**config.mk**
```make
export PLATFORM = sky130hd
export DESIGN_NAME = vertex_project_stream
export DESIGN_NICKNAME = d
export VERILOG_FILES = /design/src/rtl/typhoon_pkg.sv /design/src/rtl/proj_divider.sv /design/src/rtl/vertex_project_stream.sv
export SDC_FILE = /design/constraint.sdc
export NUM_CORES = 2
export LEC_CHECK = 0
export CORE_ASPECT_RATIO = 0.8
export CORE_MARGIN = 1.5
export CORE_UTILIZATION = 50
export CTS_BUF_LIST = sky130_fd_sc_hd__clkbuf_8
export CTS_CLUSTER_SIZE = 28
export DETAILED_ROUTE_END_ITERATION = 6
export PLACE_DENSITY_LB_ADDON = 0.12
export REMOVE_ABC_BUFFERS = 1
export SLEW_MARGIN = 40
export SYNTH_ARGS = -nofsm -noshare
export SYNTH_HDL_FRONTEND = slang
export SYNTH_SLANG_ARGS = --single-unit
```
**constraint.sdc**
```tcl
create_clock -name BOARD_CLK -period 67.7 [get_ports BOARD_CLK]
set_input_delay 16.925 -clock BOARD_CLK [delete_from_list [all_inputs] [get_ports BOARD_CLK]]
set_output_delay 16.925 -clock BOARD_CLK [all_outputs]
set_load 0.01 [all_outputs]
```
**src/rtl/typhoon_pkg.sv**
```systemverilog
// Shared types and defaults for the vertex projection stream.
//   world_vert_t  : one world-space vertex {x, y, z}, signed
//   raster_vert_t : one projected vertex {sx, sy, depth}, unsigned
//   bbox_t        : bin bounding box {x_min, x_max, y_min, y_max}
//   state_t       : projector FSM states
// The typedefs describe the default geometry; the top level is parametrised
// and slices its flat ports directly, so these types fit only the default
// widths.
package typhoon_pkg;

  localparam int WC_W_DEF      = 21;
  localparam int XY_W_DEF      = 10;
  localparam int Z_W_DEF       = 16;
  localparam int BIN_SHIFT_DEF = 3;
  localparam int BIN_W_DEF     = XY_W_DEF - BIN_SHIFT_DEF;

  typedef struct packed {
    logic signed [WC_W_DEF-1:0] x;
    logic signed [WC_W_DEF-1:0] y;
    logic signed [WC_W_DEF-1:0] z;
  } world_vert_t;

  typedef struct packed {
    logic [XY_W_DEF-1:0] sx;
    logic [XY_W_DEF-1:0] sy;
    logic [Z_W_DEF-1:0]  depth;
  } raster_vert_t;

  typedef struct packed {
    logic [BIN_W_DEF-1:0] x_min;
    logic [BIN_W_DEF-1:0] x_max;
    logic [BIN_W_DEF-1:0] y_min;
    logic [BIN_W_DEF-1:0] y_max;
  } bbox_t;

  typedef enum logic [2:0] {
    ST_IDLE,
    ST_ISSUE,
    ST_WAIT,
    ST_BBOX,
    ST_OUT
  } state_t;

endpackage

```
**src/rtl/proj_divider.sv**
```systemverilog
// Pipelined signed divider, quotient truncated toward zero.
//   clk_i  : clock
//   num_i  : signed numerator
//   den_i  : signed denominator, never zero or negative in use
//   quo_o  : quotient of the operands presented DIV_LAT cycles earlier
// The divide is written as one combinational stage followed by DIV_LAT
// registers so that retiming can spread it across the pipeline. There is no
// handshake or valid tracking here; the caller tags issued operands itself.
module proj_divider #(
  parameter int WC_W    = 21,
  parameter int DIV_LAT = 3
) (
  input  logic                   clk_i,
  input  logic signed [WC_W-1:0] num_i,
  input  logic signed [WC_W-1:0] den_i,
  output logic signed [WC_W-1:0] quo_o
);

  logic signed [WC_W-1:0] pipe_q [DIV_LAT];

  always_ff @(posedge clk_i) begin
    pipe_q[0] <= num_i / den_i;
    for (int i = 1; i < DIV_LAT; i++) begin
      pipe_q[i] <= pipe_q[i-1];
    end
  end

  assign quo_o = pipe_q[DIV_LAT-1];

endmodule

```
**src/rtl/vertex_project_stream.sv**
```systemverilog
// Streaming world-to-raster projector, one triangle at a time.
//   BOARD_CLK          : clock, posedge
//   reset              : synchronous, active-high
//   in_valid/in_ready  : world triangle handshake
//   in_vert            : in_vert[k] = vertex k {x, y, z}
//   in_last            : frame-end marker, returned on out_last
//   out_valid/out_ready: raster triangle handshake
//   out_vert           : out_vert[k] = vertex k {sx, sy, depth}
//   out_bbox           : {bin_x_min, bin_x_max, bin_y_min, bin_y_max}
//   out_cull           : triangle had a vertex with z <= 0; fields are zero
//   out_last           : in_last of this triangle
//
//  state | meaning
//  IDLE  | ready for a triangle; capture on in_valid
//  ISSUE | 3 cycles, feed vertex vidx_q to the x/y dividers
//  WAIT  | DIV_LAT cycles, drain the dividers
//  BBOX  | 1 cycle, reduce bins and load the output registers
//  OUT   | present result until out_ready
module vertex_project_stream
  import typhoon_pkg::*;
#(
  parameter int SCREEN_W  = 800,
  parameter int SCREEN_H  = 525,
  parameter int WC_W      = WC_W_DEF,
  parameter int XY_W      = XY_W_DEF,
  parameter int Z_W       = Z_W_DEF,
  parameter int Z_SHIFT   = 5,
  parameter int BIN_SHIFT = 3,
  parameter int DIV_LAT   = 3
) (
  input  logic                                BOARD_CLK,
  input  logic                                reset,
  input  logic                                in_valid,
  output logic                                in_ready,
  input  logic [2:0][3*WC_W-1:0]              in_vert,
  input  logic                                in_last,
  output logic                                out_valid,
  input  logic                                out_ready,
  output logic [2:0][2*XY_W+Z_W-1:0]          out_vert,
  output logic [4*(XY_W-BIN_SHIFT)-1:0]       out_bbox,
  output logic                                out_cull,
  output logic                                out_last
);

  localparam int VERT_W = 3 * WC_W;
  localparam int RV_W   = 2 * XY_W + Z_W;
  localparam int BIN_W  = XY_W - BIN_SHIFT;
  localparam int WT_W   = (DIV_LAT > 1) ? $clog2(DIV_LAT) : 1;
  localparam int ZS_W   = (WC_W > Z_W) ? WC_W : Z_W;

  localparam logic signed [WC_W:0] X_OFF  = (WC_W+1)'(SCREEN_W / 2);
  localparam logic signed [WC_W:0] Y_OFF  = (WC_W+1)'(SCREEN_H / 2);
  localparam logic signed [WC_W:0] XY_MAX = (WC_W+1)'((1 << XY_W) - 1);

  state_t                 state_q, state_d;
  logic [1:0]             vidx_q, vidx_d;
  logic [WT_W-1:0]        wait_q, wait_d;
  logic [2:0][VERT_W-1:0] world_q;
  logic                   last_q;
  logic [DIV_LAT-1:0]     tag_vld_q;
  logic [1:0]             tag_idx_q [DIV_LAT];
  logic [2:0][XY_W-1:0]   sx_q, sy_q;

  logic [2:0][RV_W-1:0]   out_vert_q;
  logic [4*BIN_W-1:0]     out_bbox_q;
  logic                   out_cull_q, out_last_q;

  logic                   any_z_nonpos;
  logic [VERT_W-1:0]      cur_vert;
  logic signed [WC_W-1:0] div_x, div_y, div_z, qx, qy;
  logic [2:0][BIN_W-1:0]  bx, by;
  logic [BIN_W-1:0]       bx_min, bx_max, by_min, by_max;
  logic [2:0][RV_W-1:0]   rv;

  // Offset at WC_W+1 bits so the sum cannot wrap before clamping.
  function automatic logic [XY_W-1:0] sat_xy(input logic signed [WC_W-1:0] q,
                                             input logic signed [WC_W:0]   off);
    logic signed [WC_W:0] s;
    s = signed'({q[WC_W-1], q}) + off;
    if (s[WC_W]) return '0;
    if (s > XY_MAX) return '1;
    return s[XY_W-1:0];
  endfunction

  function automatic logic [Z_W-1:0] depth_of(input logic [WC_W-1:0] z);
    logic [ZS_W-1:0] zs;
    zs = ZS_W'(z) >> Z_SHIFT;
    if (zs > ZS_W'({Z_W{1'b1}})) return '1;
    return zs[Z_W-1:0];
  endfunction

  always_comb begin
    any_z_nonpos = 1'b0;
    for (int i = 0; i < 3; i++) begin
      if (in_vert[i][WC_W-1] || (in_vert[i][WC_W-1:0] == '0)) any_z_nonpos = 1'b1;
    end
  end

  // Idle divider operands are 0/1 so the divider never sees a zero divisor.
  always_comb begin
    case (vidx_q)
      2'd1:    cur_vert = world_q[1];
      2'd2:    cur_vert = world_q[2];
      default: cur_vert = world_q[0];
    endcase
    div_x = '0;
    div_y = '0;
    div_z = WC_W'(1);
    if (state_q == ST_ISSUE) begin
      div_x = cur_vert[VERT_W-1 -: WC_W];
      div_y = cur_vert[2*WC_W-1 -: WC_W];
      div_z = cur_vert[WC_W-1:0];
    end
  end

  proj_divider #(.WC_W(WC_W), .DIV_LAT(DIV_LAT)) u_div_x (
    .clk_i (BOARD_CLK),
    .num_i (div_x),
    .den_i (div_z),
    .quo_o (qx)
  );

  proj_divider #(.WC_W(WC_W), .DIV_LAT(DIV_LAT)) u_div_y (
    .clk_i (BOARD_CLK),
    .num_i (div_y),
    .den_i (div_z),
    .quo_o (qy)
  );

  always_comb begin
    for (int i = 0; i < 3; i++) begin
      bx[i] = BIN_W'(sx_q[i] >> BIN_SHIFT);
      by[i] = BIN_W'(sy_q[i] >> BIN_SHIFT);
      rv[i] = {sx_q[i], sy_q[i], depth_of(world_q[i][WC_W-1:0])};
    end
    bx_min = bx[0];
    bx_max = bx[0];
    by_min = by[0];
    by_max = by[0];
    for (int i = 1; i < 3; i++) begin
      if (bx[i] < bx_min) bx_min = bx[i];
      if (bx[i] > bx_max) bx_max = bx[i];
      if (by[i] < by_min) by_min = by[i];
      if (by[i] > by_max) by_max = by[i];
    end
  end

  always_comb begin
    state_d = state_q;
    vidx_d  = vidx_q;
    wait_d  = wait_q;
    case (state_q)
      ST_IDLE: begin
        vidx_d = '0;
        if (in_valid) state_d = any_z_nonpos ? ST_OUT : ST_ISSUE;
      end
      ST_ISSUE: begin
        vidx_d = vidx_q + 2'd1;
        if (vidx_q == 2'd2) begin
          state_d = ST_WAIT;
          wait_d  = WT_W'(DIV_LAT - 1);
        end
      end
      ST_WAIT: begin
        wait_d = wait_q - 1'b1;
        if (wait_q == '0) state_d = ST_BBOX;
      end
      ST_BBOX: state_d = ST_OUT;
      ST_OUT:  if (out_ready) state_d = ST_IDLE;
      default: state_d = ST_IDLE;
    endcase
  end

  always_ff @(posedge BOARD_CLK) begin
    if (reset) begin
      state_q    <= ST_IDLE;
      vidx_q     <= '0;
      wait_q     <= '0;
      world_q    <= '0;
      last_q     <= 1'b0;
      tag_vld_q  <= '0;
      for (int i = 0; i < DIV_LAT; i++) tag_idx_q[i] <= '0;
      sx_q       <= '0;
      sy_q       <= '0;
      out_vert_q <= '0;
      out_bbox_q <= '0;
      out_cull_q <= 1'b0;
      out_last_q <= 1'b0;
    end else begin
      state_q <= state_d;
      vidx_q  <= vidx_d;
      wait_q  <= wait_d;

      // Tag travels alongside the divider pipeline to say which vertex lands.
      tag_vld_q[0] <= (state_q == ST_ISSUE);
      tag_idx_q[0] <= vidx_q;
      for (int i = 1; i < DIV_LAT; i++) begin
        tag_vld_q[i] <= tag_vld_q[i-1];
        tag_idx_q[i] <= tag_idx_q[i-1];
      end
      if (tag_vld_q[DIV_LAT-1]) begin
        sx_q[tag_idx_q[DIV_LAT-1]] <= sat_xy(qx, X_OFF);
        sy_q[tag_idx_q[DIV_LAT-1]] <= sat_xy(qy, Y_OFF);
      end

      case (state_q)
        ST_IDLE: begin
          if (in_valid) begin
            world_q <= in_vert;
            last_q  <= in_last;
            if (any_z_nonpos) begin
              out_cull_q <= 1'b1;
              out_last_q <= in_last;
            end
          end
        end
        ST_BBOX: begin
          out_vert_q <= rv;
          out_bbox_q <= {bx_min, bx_max, by_min, by_max};
          out_cull_q <= 1'b0;
          out_last_q <= last_q;
        end
        ST_OUT: begin
          if (out_ready) begin
            out_vert_q <= '0;
            out_bbox_q <= '0;
            out_cull_q <= 1'b0;
            out_last_q <= 1'b0;
          end
        end
        default: ;
      endcase
    end
  end

  assign in_ready  = (state_q == ST_IDLE);
  assign out_valid = (state_q == ST_OUT);
  assign out_vert  = out_vert_q;
  assign out_bbox  = out_bbox_q;
  assign out_cull  = out_cull_q;
  assign out_last  = out_last_q;

endmodule

```
==> results.md <==
* Outcome: finished with violations
* Violated checks: design-rule violations
* Fmax at 16.3 MHz
* Post-synth EDFFs at 0
* Initial drt markers at 4197
* Final ANT Viol Nets at 0
* Area Growth Syn to Fin at 14.1%
* Final Max Tran Viols at 0
* Hold EP: u_div_y.pipe_q[0][61]
* Synth area leader: dfxtp_1
* Worst EP required at 68.24 ns
* R2R Setup Slk at 6.31 ns
* H-tree Lvls at 3
* Detailed Route WL at 164 mm
* Die Area at 92300 um^2
* DIE WIDTH at 339 um
* Most used cell, CP: o21a_1
* Tcrit/Tclk final at 90.7%
* Hold path depth at 0
* Largest net degree at the start of global routing at 175
* Bufs on Longest Clock Path at 3
* CTS resizes at 0
* Crit path capture type: flop
* Dpl hpwl at 123 mm
* Yosys cell types at 101
* Worst hold-check path type: reg2reg
* Top cells by area, synth: dfxtp_1 23%, ha_1 14%, nand2_1 6.8%
* Register area share after synthesis at 23.4%
* DR WL/cell at 21.7 um
* Clk root buf: clkbuf_8
* Multi-input gate area at 33100 um^2
* Clock Skews at 0.0556 ns
* Avg Cell Area, Syn at 7.47 um^2
* Final Hold Vio Count at 0
* Mapped Area at 45300 um^2
* Bufs and invs on worst path at 9
* Worst path top cell family by delay: compound AO/OA/AOI/OAI gates
* CTS Hold Bufs at 0
* Max incr delay on CP at 0.76 ns
* Num CTS Buffers at 84
* Clock Latency Late Sink at 0.73 ns
* RSZ-0062 raised after global routing: no
* CTS tree: done
* First-pass detailed-route iteration total at 7
* Proportion of layout cells with a drive suffix above 1 at 6.61%
* Crit path launch: vidx_q[0]
* Yosys warning total at 0
* Routed wl met2 at 70.6 mm
* Crit path DAT at 61.94 ns
* Cells after Synth at 6060
* Worst R2R Start: vidx_q[0]
* CTS sink cnt at 530
* Via count at 46.7k
* Initial antenna violation count at 4
* R2R cell count at 217
* Post-synth ARST share at 0%
* Register clock-pin slew on the reported worst setup and hold paths at 0.06 ns
* Tot GR Track Use at 33.9%
* Vias in the first global route at 42.8k
* Count leader, synth: nand2_1
* Postcts setup bufs at 0
* M1 WL at 72.8 mm
* First-pass GRT wire length at 249 mm
* Post-route DRC at 1
* CP startpoint kind: flop
* Vias per std cell at 6.19
* Rows at 98
* # fillers at 8466
* Reg-to-reg endpoint: u_div_y.pipe_q[0][18]
* Kind of critical path: reg2reg
* Setup TNS Final at 0 ns
* Final setup viols at 0
* Post-synth top area share at 23.4%
* Met3 Wirelength at 15.4 mm
* Most used DFF post-synth: dfxtp_1
* Total grt overflow at 0
* Top Layer Used: met5
* Measured slew at the worst slew-check pin at 0.879 ns
* Crit path time final at 61.39 ns
* Post-synth top cells: 820 x nand2_1, 646 x nor2_1, 545 x a21oi_1
* Top Ports at 334
* I/O Buffers at 333
* Critical path peak fanout at 74
* Crit-path slowest cell: ha_4
* Initial core utilization at 50.6%
* Routability cong. at 1.01
* Core area at 89500 um^2
* FF+latch area at 10600 um^2
* Maxcap violations at 0
* Yosys reg bits at 530
* Hold_sp: u_div_y.pipe_q[0][40]
* # nets final at 6997
* Rel. slew slack at 41.4%
* Die H at 272 um
[cell usage in the layout, fill, tap and decap left out, types with 23 or more instances in the layout]
master and count:
o31a_1 25, nor2_1 641, o31ai_1 58, clkdlybuf4s50_1 332
nor2b_1 78, buf_4 79, nand2_1 817, or2_2 55
o21a_1 209, nor4_1 45, o211ai_1 37, dfxtp_1 530
and2_1 36, inv_1 209, nand3_1 98, xnor2_1 170
a211oi_1 36, clkbuf_8 100, a221oi_1 39, a21o_1 104
and3_1 47, o21ai_0 273, a31oi_1 79, a21boi_0 23
or3_1 72, nand2b_1 40, ha_1 513, a21oi_1 543
nor3_1 241, mux2i_1 59, a22oi_1 152, nand4_1 58
mux2_2 69, xor2_1 105
[per-stage QoR]
step | cell area (um^2) | std cells | hold WS (ns) | util [%] | setup WS, ns
3_3_place_gp | 49800 | 7401 | 0.310 | 55.6 | 7.03
3_5_place_dp | 49800 | 7401 | 0.312 | 55.7 | 7.48
6_report | 51600 | 7553 | 0.274 | 57.7 | 6.31
4_1_cts | 51500 | 7549 | 0.277 | 57.6 | 7.15
5_1_grt | 51600 | 7550 | 0.296 | 57.7 | 2.28
2_1_floorplan | 44200 | 5784 | 0.310 | - | 12.94
[cell type report]
| cell class | count | share of cell area, % |
|---|---|---|
| multi-input combinational | 5070 | 64.1 |
| sequential | 530 | 20.6 |
| timing repair buffer | 418 | 7.75 |
| tap | 1200 | 2.91 |
| clock buffer | 100 | 2.67 |
| inverter | 184 | 1.34 |
| clock inverter | 48 | 0.686 |
| antenna | 3 | 0.0145 |
[worst max-delay path by stage]
stage                       endpoint  slack (ns)  cells past startpoint
2_1_floorplan  u_div_x.pipe_q[0][19]       12.94                    214
3_3_place_gp   u_div_y.pipe_q[0][11]        7.03                    217
3_5_place_dp   u_div_y.pipe_q[0][18]        7.48                    216
4_1_cts        u_div_y.pipe_q[0][18]        7.15                    216
5_1_grt        u_div_y.pipe_q[0][18]        2.28                    219
6_report       u_div_y.pipe_q[0][18]        6.31                    217
[state kept, by name, summed over array words and instances (netlist names)]
register	cells
wait_q	2
rv	18
out_last	1
tag_idx_q	6
bx	21
out_bbox	28
state_q	3
out_vert	108
out_cull	1
u_div_x.pipe_q	63
vidx_q	2
last_q	1
tag_vld_q	3
u_div_y.pipe_q	63
world_q	189
by	21
[kinds of logic after synthesis]
group	share of synthesized area, %
flops	23.4
fa+ha+maj	14.2
simple gates	23.2
xor+xnor	5.38
buf+inv	3.94
compound gates	26.6
mux	3.14
[layer usage]
layer	track usage, %	up-vias
met3	8.03	301
met5	0	-
met1	46.7	21900
met4	9.70	2
li1	-	22600
met2	52.4	1981
Power is left out: the tool's default activity adds up to more than one toggle a clock period on the data nets, which glitch-free logic cannot reach.
